### src/rtl/hit_life_manager_if.sv
// Bus bundle for hit_life_manager: frame/hit/restart requests in, life/score/status out.
// The slave modport is the manager; the master modport is whatever drives the game events.
interface hit_life_manager_if;
  logic        startOfFrame;
  logic        SingleHitPulse_player;
  logic        SingleHitPulse_enemies;
  logic        restart;
  logic [2:0]  lives;
  logic [11:0] score;
  logic        player_freeze;
  logic        player_visible;
  logic        game_over;

  modport master (
    output startOfFrame, SingleHitPulse_player, SingleHitPulse_enemies, restart,
    input  lives, score, player_freeze, player_visible, game_over
  );

  modport slave (
    input  startOfFrame, SingleHitPulse_player, SingleHitPulse_enemies, restart,
    output lives, score, player_freeze, player_visible, game_over
  );
endinterface

### src/rtl/hit_life_manager.sv
// Player life / score manager: PLAY -> DYING -> INVULN -> PLAY, or GAME_OVER when lives run out.
// Optional macro HIT_LIFE_BLINK_EN makes the player blink (counter bit 2) while invulnerable.
module hit_life_manager #(
  parameter int unsigned INIT_LIVES    = 3,
  parameter int unsigned DEATH_FRAMES  = 30,
  parameter int unsigned INVULN_FRAMES = 60
) (
  input logic               clk,
  input logic               resetN,
  hit_life_manager_if.slave bus
);

  typedef enum logic [1:0] {
    ST_PLAY      = 2'd0,
    ST_DYING     = 2'd1,
    ST_INVULN    = 2'd2,
    ST_GAME_OVER = 2'd3
  } state_e;

  localparam logic [2:0]  LIVES_INIT  = 3'(INIT_LIVES);
  localparam logic [7:0]  DEATH_LOAD  = 8'(DEATH_FRAMES);
  localparam logic [7:0]  INVULN_LOAD = 8'(INVULN_FRAMES);
  localparam logic [11:0] SCORE_MAX   = 12'hFFF;

  state_e      state_q, state_d;
  logic [2:0]  lives_q, lives_d;
  logic [11:0] score_q, score_d;
  logic [7:0]  counter_q, counter_d;
  logic        freeze_q, freeze_d;
  logic        visible_q, visible_d;
  logic        over_q, over_d;

  // NOTE: every value this block writes gets a default first, so no path leaves a latch behind.
  always_comb begin
    state_d   = state_q;
    lives_d   = lives_q;
    score_d   = score_q;
    counter_d = counter_q;

    if (bus.SingleHitPulse_enemies && (state_q != ST_GAME_OVER) && (score_q != SCORE_MAX)) begin
      score_d = score_q + 12'd1;
    end

    unique case (state_q)
      ST_PLAY: begin
        // A hit wins over a coincident frame tick: the fresh death count is not decremented.
        if (bus.SingleHitPulse_player) begin
          state_d   = ST_DYING;
          counter_d = DEATH_LOAD;
          if (lives_q != 3'd0) lives_d = lives_q - 3'd1;
        end
      end
      ST_DYING: begin
        if (bus.startOfFrame) begin
          if (counter_q == 8'd1) begin
            if (lives_q == 3'd0) begin
              state_d   = ST_GAME_OVER;
              counter_d = 8'd0;
            end else begin
              state_d   = ST_INVULN;
              counter_d = INVULN_LOAD;
            end
          end else begin
            counter_d = counter_q - 8'd1;
          end
        end
      end
      ST_INVULN: begin
        if (bus.startOfFrame) begin
          counter_d = counter_q - 8'd1;
          if (counter_q == 8'd1) state_d = ST_PLAY;
        end
      end
      ST_GAME_OVER: begin
        if (bus.restart) begin
          state_d   = ST_PLAY;
          lives_d   = LIVES_INIT;
          score_d   = 12'd0;
          counter_d = 8'd0;
        end
      end
      default: state_d = ST_PLAY;
    endcase

    // Status outputs are decoded from the next state so the registered copies line up with it.
    freeze_d = (state_d == ST_DYING) || (state_d == ST_GAME_OVER);
    over_d   = (state_d == ST_GAME_OVER);
`ifdef HIT_LIFE_BLINK_EN
    if (state_d == ST_INVULN) visible_d = counter_d[2];
    else                      visible_d = (state_d != ST_GAME_OVER);
`else
    visible_d = (state_d != ST_GAME_OVER);
`endif
  end

  // NOTE: reset is synchronous, so it lives inside the clocked branch and wins over every input.
  always_ff @(posedge clk) begin
    if (!resetN) begin
      state_q   <= ST_PLAY;
      lives_q   <= LIVES_INIT;
      score_q   <= 12'd0;
      counter_q <= 8'd0;
      freeze_q  <= 1'b0;
      visible_q <= 1'b1;
      over_q    <= 1'b0;
    end else begin
      // NOTE: non-blocking assignments keep every register sampling the pre-edge values.
      state_q   <= state_d;
      lives_q   <= lives_d;
      score_q   <= score_d;
      counter_q <= counter_d;
      freeze_q  <= freeze_d;
      visible_q <= visible_d;
      over_q    <= over_d;
    end
  end

  assign bus.lives          = lives_q;
  assign bus.score          = score_q;
  assign bus.player_freeze  = freeze_q;
  assign bus.player_visible = visible_q;
  assign bus.game_over      = over_q;

endmodule

### src/flat_wrapper.sv
// flat-port wrapper written by rule: the top's interface ports become plain ports
module hit_life_manager_flat 
#(
  parameter int unsigned INIT_LIVES    = 3,
  parameter int unsigned DEATH_FRAMES  = 30,
  parameter int unsigned INVULN_FRAMES = 60
)
  (clk, resetN, bus_startOfFrame, bus_SingleHitPulse_player, bus_SingleHitPulse_enemies, bus_restart, bus_lives, bus_score, bus_player_freeze, bus_player_visible, bus_game_over);
  hit_life_manager_if bus_i ();
  input logic clk;
  input logic resetN;
  input wire logic [$bits(bus_i.startOfFrame)-1:0] bus_startOfFrame;
  input wire logic [$bits(bus_i.SingleHitPulse_player)-1:0] bus_SingleHitPulse_player;
  input wire logic [$bits(bus_i.SingleHitPulse_enemies)-1:0] bus_SingleHitPulse_enemies;
  input wire logic [$bits(bus_i.restart)-1:0] bus_restart;
  output wire logic [$bits(bus_i.lives)-1:0] bus_lives;
  output wire logic [$bits(bus_i.score)-1:0] bus_score;
  output wire logic [$bits(bus_i.player_freeze)-1:0] bus_player_freeze;
  output wire logic [$bits(bus_i.player_visible)-1:0] bus_player_visible;
  output wire logic [$bits(bus_i.game_over)-1:0] bus_game_over;
  assign bus_i.startOfFrame = bus_startOfFrame;
  assign bus_i.SingleHitPulse_player = bus_SingleHitPulse_player;
  assign bus_i.SingleHitPulse_enemies = bus_SingleHitPulse_enemies;
  assign bus_i.restart = bus_restart;
  assign bus_lives = bus_i.lives;
  assign bus_score = bus_i.score;
  assign bus_player_freeze = bus_i.player_freeze;
  assign bus_player_visible = bus_i.player_visible;
  assign bus_game_over = bus_i.game_over;
  hit_life_manager #(.INIT_LIVES(INIT_LIVES), .DEATH_FRAMES(DEATH_FRAMES), .INVULN_FRAMES(INVULN_FRAMES)) u_core (.clk(clk), .resetN(resetN), .bus(bus_i));
endmodule
### config.mk
export PLATFORM = sky130hd
export DESIGN_NAME = hit_life_manager_flat
export DESIGN_NICKNAME = d
export VERILOG_FILES = /design/src/rtl/hit_life_manager_if.sv /design/src/rtl/hit_life_manager.sv /design/src/flat_wrapper.sv
export SDC_FILE = /design/constraint.sdc
export NUM_CORES = 1
export LEC_CHECK = 0
export ABC_AREA = 1
export BUFFER_PORTS_ARGS = -buffer_cell sky130_fd_sc_hd__buf_2
export CELL_PAD_IN_SITES_DETAIL_PLACEMENT = 0
export CELL_PAD_IN_SITES_GLOBAL_PLACEMENT = 1
export CORE_MARGIN = 2
export CORE_UTILIZATION = 43
export CTS_CLUSTER_DIAMETER = 100
export DETAILED_ROUTE_END_ITERATION = 7
export PLACE_DENSITY = 0.86
export REMOVE_ABC_BUFFERS = 1
export SLEW_MARGIN = 20
export SYNTH_ARGS = -nofsm -noshare
export SYNTH_HDL_FRONTEND = slang
export SYNTH_SLANG_ARGS = --single-unit
### constraint.sdc
create_clock -name clk -period 2.6 [get_ports clk]
set_input_delay 0.39 -clock clk [delete_from_list [all_inputs] [get_ports clk]]
set_output_delay 0.39 -clock clk [all_outputs]
set_load 0.03 [all_outputs]
==> results.py <==
metrics = {
    "status": {
        "status": "completed",
    },
    "critical_path": {
        "cp_slowest_stage_delay_ns": 0.37,
        "criticalPathCategory": "reg2reg",
        "crit_path_top_delay_cell": "dfxtp_1",
        "cp-start-kind": "flop",
        "worstPathBufferInverterCount": 1,
        "cp.required_ns": 2.75,
        "cp.arrival_ns": 1.92,
        "end_kind": "flop",
        "cp_common_cell": "nand2_1",
        "cp_max_fo": 11,
        "cpLargestDelayFamily": "simple AND/OR/NAND/NOR gates",
        "crit_chain": "ha_1, nand3_1, nor2_2, nand3_1, nand2_1, inv_1, nand2_1, nand2_1, nand2_1, nor2_1",
    },
    "global_routing": {
        "overflow": 0,
        "grt_first_pass_wirelength_um": 5802,
        "grt_pass1_vias": 1358,
        "grt_usage_pct": 17.21,
        "grt_antenna_before_repair": 0,
        "grt_start_max_net_pins": 16,
    },
    "clock_network": {
        "hold_buffers": 0,
        "cts_resized": 0,
        "clockBufferDepth": 2,
        "clk_latency_ns": 0.27,
        "clk_root_buffer_cell": "clkbuf_8",
        "path_clk_slew_ns": 0.09,
        "cts_tree": "built",
        "numCtsBuffers": 3,
        "cts_max_level": 1,
        "post-cts-setup-buffers": 0,
        "clock_sinks": 28,
    },
    "logic_synthesis": {
        "ys.flop_type": "dfxtp_1",
        "async_reset_ff_share_pct": 0,
        "yosysSeqAreaShare_pct": 35.00,
        "yosysWarnings": 0,
        "syn-mean-instance-area_um2": 6.786,
        "synth-seq-cells": 28,
        "syn_area_mm2": 0.001602,
        "synth-edff-count": 0,
        "synth_cell_type_count": 28,
        "synthCells": 236,
    },
    "finish": {
        "final_core_util_pct": 50.10,
        "nNetsFinal": 273,
        "fin_area_mm2": 0.001821,
        "layout-drive-gt1-share_pct": 18.77,
        "nFillCells": 395,
        "fin_cells": 309,
        "diodes": 0,
        "syn_to_final_growth_pct": 13.67,
    },
    "place": {
        "dpl.hpwl_um": 2614,
        "placed_area_mm2": 0.001765,
        "portBuffers": 23,
        "dp.cells": 305,
        "place.gp.congestion": 0.8204,
        "pre_cts_ws_ns": 0.8174,
    },
    "power": {
        "power.density_mw_per_mm2": 573.2,
        "p_total_mw": 1.044,
        "p_leak_nw": 0.8944,
        "vdd_drop_max_mv": 0.3425,
    },
    "timing": {
        "clock.fmax_mhz": 563.3,
        "finalWorstSetupSlack_ns": 0.8246,
        "period_share_pct": 68.28,
        "grt_setup_unrepaired": "no",
        "skew_ns": 0.004926,
        "slew-limit-headroom_pct": 66.43,
        "finalHoldViolCount": 0,
        "finalSetupViolations": 0,
        "tightest_slew_ns": 0.5035,
        "drv_slew": 0,
        "period_needed_ns": 1.775,
        "whs_ns": 0.4229,
        "totalNegativeSetupSlack_ns": 0,
    },
    "floorplanning": {
        "start_util_pct": 44.08,
        "num_io_pins": 24,
        "die_area_mm2": 0.004229,
        "rows": 22,
        "fp.dieW_um": 65.03,
        "die-height_um": 65.03,
        "core-area_mm2": 0.003633,
    },
    "drt": {
        "drc_errors": 0,
        "wl_per_cell_um": 10.50,
        "first_pass_iters": 4,
        "wirelength_um": 3245,
        "via_per_inst": 4.735,
        "via_count": 1463,
        "detail-route-antenna-nets": 0,
        "drtIter0Drc": 32,
    },
    "job": {
        "cap_violations": 0,
    },
    "hold_path": {
        "hold_path_class": "in2reg",
    },
}
## layout make-up
class                   count  area [um2]  area share, %
well taps                  48       60.06          3.299
multi-input cells         166       878.3          48.25
inverters                  40       151.4          8.316
flip-flops and latches     28       560.5          30.79
clock buffers               4       55.05          3.024
repair buffers             23       115.1          6.323
## cells in the final DEF, fill, tap and decap left out
master,n
nand2_4,3
xnor2_1,3
nand2_2,2
o21ai_2,2
a21oi_1,13
o21bai_1,1
clkinv_2,1
nand3_2,1
ha_1,5
clkbuf_8,4
nor3_2,4
buf_2,23
nor2_2,4
inv_2,1
nor3_1,2
o211ai_1,2
inv_1,38
xor2_1,4
o21ai_0,6
o21ai_1,3
dfxtp_1,28
a21oi_2,2
nor2_4,1
nor2_1,36
nand4_1,4
nand2_1,54
a21oi_4,1
nand3_1,13
## synthesized netlist by cell type (2+ instances only)
master | n | share of area [%]
nand2_4 | 3 | 2.1
nor3_2 | 4 | 2.5
nor2_1 | 36 | 8.4
o21ai_0 | 6 | 1.9
nand3_1 | 13 | 4.1
o211ai_1 | 2 | 0.94
nand4_1 | 4 | 1.6
xor2_1 | 4 | 2.2
a21oi_1 | 13 | 4.1
nor2_2 | 4 | 1.6
dfxtp_1 | 28 | 35
o21ai_1 | 3 | 0.94
nand2_1 | 54 | 13
nand2_2 | 2 | 0.78
ha_1 | 5 | 3.9
xnor2_1 | 3 | 1.6
inv_1 | 38 | 8.9
nor3_1 | 2 | 0.63
a21oi_2 | 2 | 1.1
o21ai_2 | 2 | 1.1
## kinds of logic (layout without fill, tap and decap cells)
group                      Yosys count  in the layout  share of synthesized area (%)
AOI/OAI and AO/OA                   30             30                          11.48
and+or+nand+nor                    124            124                          35.62
DFF                                 28             28                          35.00
xor gates and xnor gates             7              7                          3.828
adders and majority gates            5              5                          3.906
buffers and inverters               42             67                          10.16
## worst paths after layout
kind                                   start                                to  slack (ns)  cells after the start
max           u_core.bus.score[1]$_SDFF_PN0_    u_core.bus.score[7]$_SDFF_PN0_        0.82                     10
min                                   resetN  u_core.bus.lives[0]$_SDFFE_PN1P_        0.42                      2
max reg2reg   u_core.bus.score[1]$_SDFF_PN0_    u_core.bus.score[7]$_SDFF_PN0_        0.82                     10
min reg2reg  u_core.bus.score[10]$_SDFF_PN0_   u_core.bus.score[10]$_SDFF_PN0_        0.50                      2
## registers in the layout, summed over array words and instances (netlist names)
signal and flops:
u_core.bus.lives 3, u_core.counter_q 8, u_core.bus.player_freeze 1, u_core.bus.game_over 1, u_core.bus.score 12, u_core.state_q 2, u_core.bus.player_visible 1
## routing by layer
metal  vias to the layer above  global-route usage [%]  part of all wire (%)
met5                         -                       0                     0
met4                         0                   5.990                  0.77
met3                         2                   2.431                   3.9
met2                        25                   29.12                    47
met1                       647                   22.38                    48
li1                        789                       -                     -
## power by group
part | total, mW | internal (mW) | switching, mW
clock | 0.265 | 0.135 | 0.130
sequential | 0.490 | 0.461 | 0.0286
combinational | 0.288 | 0.102 | 0.186
total | 1.04 | 0.699 | 0.345
Power figures use the tool's default switching activity.
